==> src/rtl/lsu_pkg.sv <==
// ---------------------------------------------------------------------------
// lsu_pkg : shared state encoding, funct3 sizes and load/store lane helpers
// Rev 1.0
// ---------------------------------------------------------------------------
`default_nettype none

package lsu_pkg;

  localparam logic [1:0] ST_IDLE = 2'd0;
  localparam logic [1:0] ST_REQ  = 2'd1;
  localparam logic [1:0] ST_WAIT = 2'd2;
  localparam logic [1:0] ST_RESP = 2'd3;

  localparam logic [2:0] SZ_B  = 3'b000;
  localparam logic [2:0] SZ_H  = 3'b001;
  localparam logic [2:0] SZ_W  = 3'b010;
  localparam logic [2:0] SZ_BU = 3'b100;
  localparam logic [2:0] SZ_HU = 3'b101;

  // Returns {byte_mask[3:0], lane_data[31:0]}; unsupported sizes give all zero.
  function automatic logic [35:0] fmt_store(input logic [2:0]  size,
                                            input logic [1:0]  off,
                                            input logic [31:0] data);
    logic [3:0]  mask;
    logic [31:0] wd;
    mask = 4'b0000;
    wd   = 32'h0;
    case (size)
      SZ_B: begin
        mask = 4'b0001 << off;
        wd   = {4{data[7:0]}};
      end
      SZ_H: begin
        mask = 4'b0011 << off;
        wd   = {2{data[15:0]}};
      end
      SZ_W: begin
        mask = 4'b1111;
        wd   = data;
      end
      default: ;
    endcase
    return {mask, wd};
  endfunction

  function automatic logic [31:0] ext_load(input logic [2:0]  size,
                                           input logic [1:0]  off,
                                           input logic [31:0] word);
    logic [31:0] sh;
    sh = word >> {off, 3'b000};
    case (size)
      SZ_B:    return {{24{sh[7]}}, sh[7:0]};
      SZ_H:    return {{16{sh[15]}}, sh[15:0]};
      SZ_W:    return word;
      SZ_BU:   return {24'h0, sh[7:0]};
      SZ_HU:   return {16'h0, sh[15:0]};
      default: return 32'h0;
    endcase
  endfunction

  // Unsigned sizes exist only for loads; halves and words must be naturally aligned.
  function automatic logic req_legal(input logic       wen,
                                     input logic [2:0] size,
                                     input logic [1:0] off);
    case (size)
      SZ_B:    return 1'b1;
      SZ_H:    return ~off[0];
      SZ_W:    return (off == 2'b00);
      SZ_BU:   return ~wen;
      SZ_HU:   return ~wen & ~off[0];
      default: return 1'b0;
    endcase
  endfunction

endpackage

`default_nettype wire

==> src/rtl/lsu_fmt.sv <==
// ---------------------------------------------------------------------------
// lsu_fmt : combinational store lane formatter and load extractor
// Rev 1.0
// ---------------------------------------------------------------------------
`default_nettype none

module lsu_fmt
  import lsu_pkg::*;
(
  input  logic [2:0]  st_size_i,
  input  logic [1:0]  st_off_i,
  input  logic [31:0] st_data_i,
  input  logic [2:0]  ld_size_i,
  input  logic [1:0]  ld_off_i,
  input  logic [31:0] ld_word_i,
  output logic [3:0]  st_mask_o,
  output logic [31:0] st_wdata_o,
  output logic [31:0] ld_data_o
);

  assign {st_mask_o, st_wdata_o} = fmt_store(st_size_i, st_off_i, st_data_i);
  assign ld_data_o               = ext_load(ld_size_i, ld_off_i, ld_word_i);

endmodule

`default_nettype wire

==> src/rtl/mem_lsu.sv <==
// ---------------------------------------------------------------------------
// mem_lsu : single-outstanding RISC-V load/store initiator with response timeout
// Rev 1.0
// ---------------------------------------------------------------------------
`default_nettype none

module mem_lsu
  import lsu_pkg::*;
#(
  parameter int unsigned TIMEOUT = 255
) (
  input  logic        clk_i,
  input  logic        rst_i,
  input  logic        req_valid_i,
  output logic        req_ready_o,
  input  logic        req_wen_i,
  input  logic [2:0]  req_size_i,
  input  logic [31:0] req_addr_i,
  input  logic [31:0] req_wdata_i,
  output logic        resp_valid_o,
  input  logic        resp_ready_i,
  output logic [31:0] resp_rdata_o,
  output logic        resp_err_o,
  output logic        mem_valid_o,
  input  logic        mem_ready_i,
  output logic        mem_wen_o,
  output logic [31:0] mem_addr_o,
  output logic [31:0] mem_wdata_o,
  output logic [7:0]  mem_wmask_o,
  input  logic        mem_rvalid_i,
  input  logic [31:0] mem_rdata_i
);

  localparam int CNT_W = (TIMEOUT < 1) ? 1 : $clog2(TIMEOUT + 1);
  localparam logic [CNT_W-1:0] CNT_MAX = CNT_W'(TIMEOUT);

  logic [1:0]       state_q, state_d;
  logic             wen_q, wen_d;
  logic [2:0]       size_q, size_d;
  logic [1:0]       off_q, off_d;
  logic [CNT_W-1:0] cnt_q, cnt_d;
  logic [31:0]      addr_q, addr_d;
  logic [31:0]      wdata_q, wdata_d;
  logic [3:0]       wmask_q, wmask_d;
  logic [31:0]      rdata_q, rdata_d;
  logic             err_q, err_d;

  logic [3:0]       st_mask;
  logic [31:0]      st_wdata;
  logic [31:0]      ld_data;

  lsu_fmt u_fmt (
    .st_size_i  (req_size_i),
    .st_off_i   (req_addr_i[1:0]),
    .st_data_i  (req_wdata_i),
    .ld_size_i  (size_q),
    .ld_off_i   (off_q),
    .ld_word_i  (mem_rdata_i),
    .st_mask_o  (st_mask),
    .st_wdata_o (st_wdata),
    .ld_data_o  (ld_data)
  );

  always_comb begin
    state_d = state_q;
    wen_d   = wen_q;
    size_d  = size_q;
    off_d   = off_q;
    cnt_d   = cnt_q;
    addr_d  = addr_q;
    wdata_d = wdata_q;
    wmask_d = wmask_q;
    rdata_d = rdata_q;
    err_d   = err_q;
    case (state_q)
      ST_IDLE: begin
        if (req_valid_i) begin
          wen_d   = req_wen_i;
          size_d  = req_size_i;
          off_d   = req_addr_i[1:0];
          addr_d  = {req_addr_i[31:2], 2'b00};
          wdata_d = req_wen_i ? st_wdata : 32'h0;
          wmask_d = req_wen_i ? st_mask : 4'b0000;
          rdata_d = 32'h0;
          // Illegal requests skip memory entirely and answer with an error.
          if (req_legal(req_wen_i, req_size_i, req_addr_i[1:0])) begin
            err_d   = 1'b0;
            state_d = ST_REQ;
          end else begin
            err_d   = 1'b1;
            state_d = ST_RESP;
          end
        end
      end
      ST_REQ: begin
        if (mem_ready_i) begin
          cnt_d   = '0;
          state_d = ST_WAIT;
        end
      end
      ST_WAIT: begin
        if (mem_rvalid_i) begin
          err_d   = 1'b0;
          rdata_d = wen_q ? 32'h0 : ld_data;
          state_d = ST_RESP;
        end else if (cnt_q == CNT_MAX) begin
          err_d   = 1'b1;
          rdata_d = 32'h0;
          state_d = ST_RESP;
        end else begin
          cnt_d = cnt_q + CNT_W'(1);
        end
      end
      ST_RESP: begin
        if (resp_ready_i) state_d = ST_IDLE;
      end
      default: state_d = ST_IDLE;
    endcase
  end

  always_ff @(posedge clk_i) begin
    if (rst_i) begin
      state_q <= ST_IDLE;
      wen_q   <= 1'b0;
      size_q  <= 3'b000;
      off_q   <= 2'b00;
      cnt_q   <= '0;
      addr_q  <= 32'h0;
      wdata_q <= 32'h0;
      wmask_q <= 4'b0000;
      rdata_q <= 32'h0;
      err_q   <= 1'b0;
    end else begin
      state_q <= state_d;
      wen_q   <= wen_d;
      size_q  <= size_d;
      off_q   <= off_d;
      cnt_q   <= cnt_d;
      addr_q  <= addr_d;
      wdata_q <= wdata_d;
      wmask_q <= wmask_d;
      rdata_q <= rdata_d;
      err_q   <= err_d;
    end
  end

  assign req_ready_o  = (state_q == ST_IDLE);
  assign resp_valid_o = (state_q == ST_RESP);
  assign mem_valid_o  = (state_q == ST_REQ);
  assign resp_rdata_o = rdata_q;
  assign resp_err_o   = err_q;
  assign mem_wen_o    = wen_q;
  assign mem_addr_o   = addr_q;
  assign mem_wdata_o  = wdata_q;
  assign mem_wmask_o  = {4'b0000, wmask_q};

endmodule

`default_nettype wire

==> config.mk <==
export PLATFORM = sky130hd
export DESIGN_NAME = mem_lsu
export DESIGN_NICKNAME = d
export VERILOG_FILES = /design/src/rtl/lsu_pkg.sv /design/src/rtl/lsu_fmt.sv /design/src/rtl/mem_lsu.sv
export SDC_FILE = /design/constraint.sdc
export NUM_CORES = 1
export LEC_CHECK = 0
export BUFFER_PORTS_ARGS = -buffer_cell sky130_fd_sc_hd__buf_2
export CAP_MARGIN = 20
export CORE_MARGIN = 2
export CORE_UTILIZATION = 25
export CTS_CLUSTER_DIAMETER = 150
export CTS_CLUSTER_SIZE = 12
export DETAILED_ROUTE_END_ITERATION = 10
export RECOVER_POWER = 25
export SYNTH_ARGS = -nofsm -noshare
export SYNTH_HDL_FRONTEND = slang
export SYNTH_HIERARCHICAL = 1
export SYNTH_SLANG_ARGS = --single-unit
==> constraint.sdc <==
create_clock -name clk_i -period 3.7 [get_ports clk_i]
set_clock_uncertainty 0.2 [all_clocks]
set_input_delay 0.37 -clock clk_i [delete_from_list [all_inputs] [get_ports clk_i]]
set_output_delay 0.37 -clock clk_i [all_outputs]
set_load 0.02 [all_outputs]
Word-level counts from Yosys, hierarchy flattened --
Cells that the tools add are included.
Cells by class: $add $sub $neg 1, multiplexer cells 29, shift operators 3, bitwise gates (word level) 3, reductions and logical operators 10, equality and inequality tests 18
Operator list (number):
- $mux 32 | 5
- $pmux 32 s5 | 1
- $pmux 32 s3 | 1
- $pmux 32 s2 | 1
- $shr 32x5->16 | 1
- $mux 8 | 3
- $pmux 8 s2 | 1
- $eq 3x3->1 const B | 4
- $mux 2 | 6
- $pmux 4 s3 | 1
- $add 8x1->8 const B | 1
- $eq 8x8->1 const B | 1
- $pmux 2 s4 | 1
- $reduce_and 4->1 | 2
- $eq 3x1->1 const B | 2
- $eq 3x2->1 const B | 2
- $logic_not 3->1 | 2
- $mux 1 | 6
- $ne 2x2->1 const B | 3
- $pmux 1 s5 | 1
- $eq 2x2->1 const B | 2
- $logic_not 2->1 | 2
- $mux 4 | 1
- $ne 2x1->1 const B | 2
- other kinds (10) | 12
Storage, ports and cells: output and inout port bits 109, word-level logic and storage cells 74, register bits 115

Longest topological paths before layout --
word-level depth 8, mapped depth 7, mapped depth without buffers 6

Modules after synthesis --
Netlist, hierarchy kept.
By module, submodules not included:
- mem_lsu | seq. area each 2302.2 um2, area each 4665.7 um2, cells an instance 553, instances 1
- lsu_fmt | seq. area each 0.0 um2, area each 1471.4 um2, cells an instance 243, instances 1

Least setup slack after synthesis --
Ideal clock, no wire load.
path kind reg-to-reg, start point reg state_q[0], end point reg rdata_q[10] (netlist: resp_rdata_o[10]), cell stages (with the launch flop) 8, path buffers 1, slack 1723 ps, arrival time 1705 ps, required time 3428 ps, cells stage by stage dfxtp_1 -> inv_1 -> ha_1 -> nor2b_1 -> o21a_4 -> nor3_4 -> buf_8 -> mux2i_1
Between the ends: longest elaborated chain between the ends 3, elaborated cells on any way between the ends 7, those cells by class eq/ne: 3; mux: 1; reduce/logical: 3
RTL lines:
- from (decl) | RTL line mem_lsu.sv:37 | logic [1:0] state_q, state_d;
- from (signal assigned) | RTL line mem_lsu.sv:134 | state_q <= state_d;
- $eq 2x2->1 or $logic_not 2->1 (tied branches) | RTL line mem_lsu.sv:75 | case (state_q)
- $ne 3x3->1 (no line), or another cell as far along
- $reduce_and 3->1 (no line)
- to (signal assigned) | RTL line mem_lsu.sv:142 | rdata_q <= rdata_d;
- to (decl) | RTL line mem_lsu.sv:45 | logic [31:0] rdata_q, rdata_d;
Parallel ways exist; a longest one is shown, timed or not. A chain may end at the register's enable or synchronous reset.

Worst setup path after layout --
start point reg state_q[0], end point reg rdata_q[2] (netlist: resp_rdata_o[2])
Same word-level chain as after synthesis.

==> metrics.md <==
| Metric | Value |
|---|---|
| Status | complete, no violations |
| Setup crit end kind | register |
| CP max FO | 16 |
| Pin count of the biggest net entering global routing | 69 |
| CP Launch Type | register |
| Iter 0 DRT Violations | 413 |
| Crit Reg-Reg Endpoint | resp_rdata_o[2] |
| Number of flops mapped to enable cells by yosys | 0 |
| CTS Buf Count | 17 |
| Overall Power | 4.93 mW |
| Layout cell share with drive strength beyond 1 | 21.8% |
| CTS tree | built |
| CP arrival | 2670 ps |
| Clk sink count | 115 |
| Leakage dissipation | 3.26 nW |
| Seq cells post-synth | 115 |
| Worst IR Drop VDD | 290 uV |
| Via total after detailed routing | 6,299 |
| Vias in the first global route | 5,920 |
| Ports | 215 |
| Biggest area consumer among synthesized cells | dfxtp_1 |
| Number of fillers in the final layout | 2,610 |
| WL/cell | 15.0 um |
| Post-Syn Instances | 796 |
| Most common cell after layout, fill and taps aside | nand2_1 |
| Initial Utilization | 25.4% |
| Clock root buffer | clkbuf_16 |
| Peak Freq | 394 MHz |
| Detailed placement HPWL | 13.8 mm |
| Die outline height | 161 um |
| Top_reg_cell synth | dfxtp_1 |
| Worst Hold Path EP | mem_addr_o[24] |
| Final setup viols | 0 |
| RSZ-0062 raised after global routing | no |
| Yosys top cell area share | 37.5% |
| Worst Hold Depth | 3 |
| Ys Warns | 6 |
| CORE AREA | 0.0242 sq mm |
| Setup Buffers After CTS | 0 |
| Clock Latency Late Sink | 400 ps |
| # Max-Cap Violations | 0 |
| Cells on worst reg2reg path | 7 |
| Yosys cell types | 58 |
| Area growth syn-to-layout | 33.5% |
| Hold Startpoint | req_addr_i[24] |
| Clk buf depth | 2 |
| I/O Buffers | 208 |
| Initial antenna violation count | 0 |
| Die W | 161 um |
| WP data required | 3830 ps |
| Most frequent cells in the layout | 210 x nand2_1, 153 x buf_2, 115 x dfxtp_1, 103 x a21oi_1, 56 x clkbuf_1 |
| Rows | 57 |
| Max Slew Vio Count | 0 |
| Worst R2R Start | state_q[0] |
| TNS Setup | 0 ps |
| GRT Overall Usage | 15.3% |
| Design area | 0.00819 sq mm |
| WL final | 20.1 mm |
| Die area | 0.0258 sq mm |
| Placed Cells | 1,276 |
| Worst setup path class | register to register |
| DRT Pass-1 Iters | 5 |
| Sequential fraction of the synthesis area | 37.5% |
| Grt total ovfl | 0 |
| Antenna cells | 0 |
| Period Utilization, post-route | 68.6% |
| Reg2Reg Setup Slack | 1160 ps |
| Least-Margin Pin Slew | 941 ps |
| Async SR Flop Fraction | 0% |
| Routed Antenna Nets | 0 |
| Final Wtd Congestion | 0.863 |
| Clk slew on worst S/H paths | 50 ps |
| Cell area power density | 602 mW/mm^2 |
| Top post-synthesis cells by area | dfxtp_1 38%, nand2_1 13%, a21oi_1 8.4%, mux2i_1 6.9%, nand2b_1 4.7% |
| Post-Layout Cell Count | 1,336 |
| Post-DP Area | 0.00735 sq mm |
| H-tree level count | 4 |
| HP Class | input pin to register |
| Synth Cell Area | 0.00614 sq mm |
| Rel. slew slack | 36.9% |
| First-pass GRT wire length | 31.6 mm |
| Final Critical Period | 2540 ps |
| Vias/cell | 4.71 |
| Mean Syn Cell Area | 7.71 sq um |
| Fin nets | 1,112 |
| Final Hold Fails | 0 |
| DRC viols | 0 |
## flip-flops by register name (all words and copies together) (netlist names)
| signal | flops |
|---|---|
| resp_err_o | 1 |
| resp_rdata_o | 32 |
| mem_wen_o | 1 |
| mem_addr_o | 30 |
| cnt_q | 8 |
| state_q | 2 |
| size_q | 3 |
| mem_wdata_o | 32 |
| off_q | 2 |
| wmask_q | 4 |
## worst max-delay path by stage
| stage | slack [ps] | endpoint | from |
|---|---|---|---|
| 2_1_floorplan | 1720 | resp_rdata_o[10] | state_q[0] |
| 3_3_place_gp | 1160 | mem_wdata_o[23] | req_size_i[1] |
| 6_report | 1160 | resp_rdata_o[2] | state_q[0] |
| 3_5_place_dp | 1110 | resp_rdata_o[2] | state_q[0] |
| 4_1_cts | 1110 | resp_rdata_o[2] | state_q[0] |
| 5_1_grt | 920 | resp_rdata_o[5] | state_q[0] |
## report_power, final
part	switching (mW)	internal [mW]
registers	0.0883	1.37
clock network	0.589	1.16
logic	1.11	0.625
## per-stage QoR
stage | hold slack [ps] | worst slack (ps) | util [%]
floorplan | 249 | 1720 | -
global placement | 238 | 1160 | 30.4
global route | 35.4 | 919 | 33.9
CTS | 14.1 | 1110 | 34.2
finish | 34.2 | 1160 | 33.9
detailed placement | 240 | 1110 | 30.4
## cells by family after synthesis
| family | share of synthesized area, % |
|---|---|
| AO/OA/AOI/OAI | 20.0 |
| XOR/XNOR | 0.143 |
| adder cells (fa/ha/maj) | 1.22 |
| buffers and inverters | 5.93 |
| flip-flops | 37.5 |
| multiplexers | 7.34 |
| other | 0.0611 |
| AND/OR/NAND/NOR | 27.8 |
## metal layers
layer | part of all wire [%] | global-route usage (%) | up-vias
li1 | - | - | 3111
met1 | 45 | 19.6 | 2919
met2 | 46 | 25.0 | 256
met3 | 7.8 | 4.88 | 13
met4 | 0.69 | 3.40 | 0
met5 | 0 | 0 | -
## critical path: stages (launching register included)
cell and delay, ps:
dfxtp_1 340, inv_1 110, ha_1 290, nand2_1 210
nor3_2 750, buf_4 340, nand2_1 80, mux2i_1 130
## synth_stat cells (all sizes together), types with 2 or more instances
master,instances
buf,26
mux2i,42
o211ai,9
a21oi,103
ha,6
o21a,4
nand2,211
nor2b,16
a21o,16
nor3b,2
a211oi,8
nor2,13
mux2,2
inv,5
nor4,3
and2,17
nand3,40
a2bb2oi,7
nor3,6
a22oi,2
nand2b,46
nand4,4
clkbuf,42
o21ai,23
dfxtp,115
o31ai,7
## cell type report
cell class / count / area [sq um] / share of cell area (%)
clock buffers: 21 / 460 / 5.62
clock inverters: 10 / 156 / 1.91
repair buffers: 248 / 1350 / 16.5
well taps: 324 / 405 / 4.95
inverters: 5 / 18.8 / 0.229
multi-input cells: 613 / 3500 / 42.7
flip-flops and latches: 115 / 2300 / 28.1
## timing repair
action,in CTS,in global routing
endpoints found under the hold margin,29,0
gates resized for setup,0,0
hold buffers,29,0
Power figures use the tool's default switching activity.
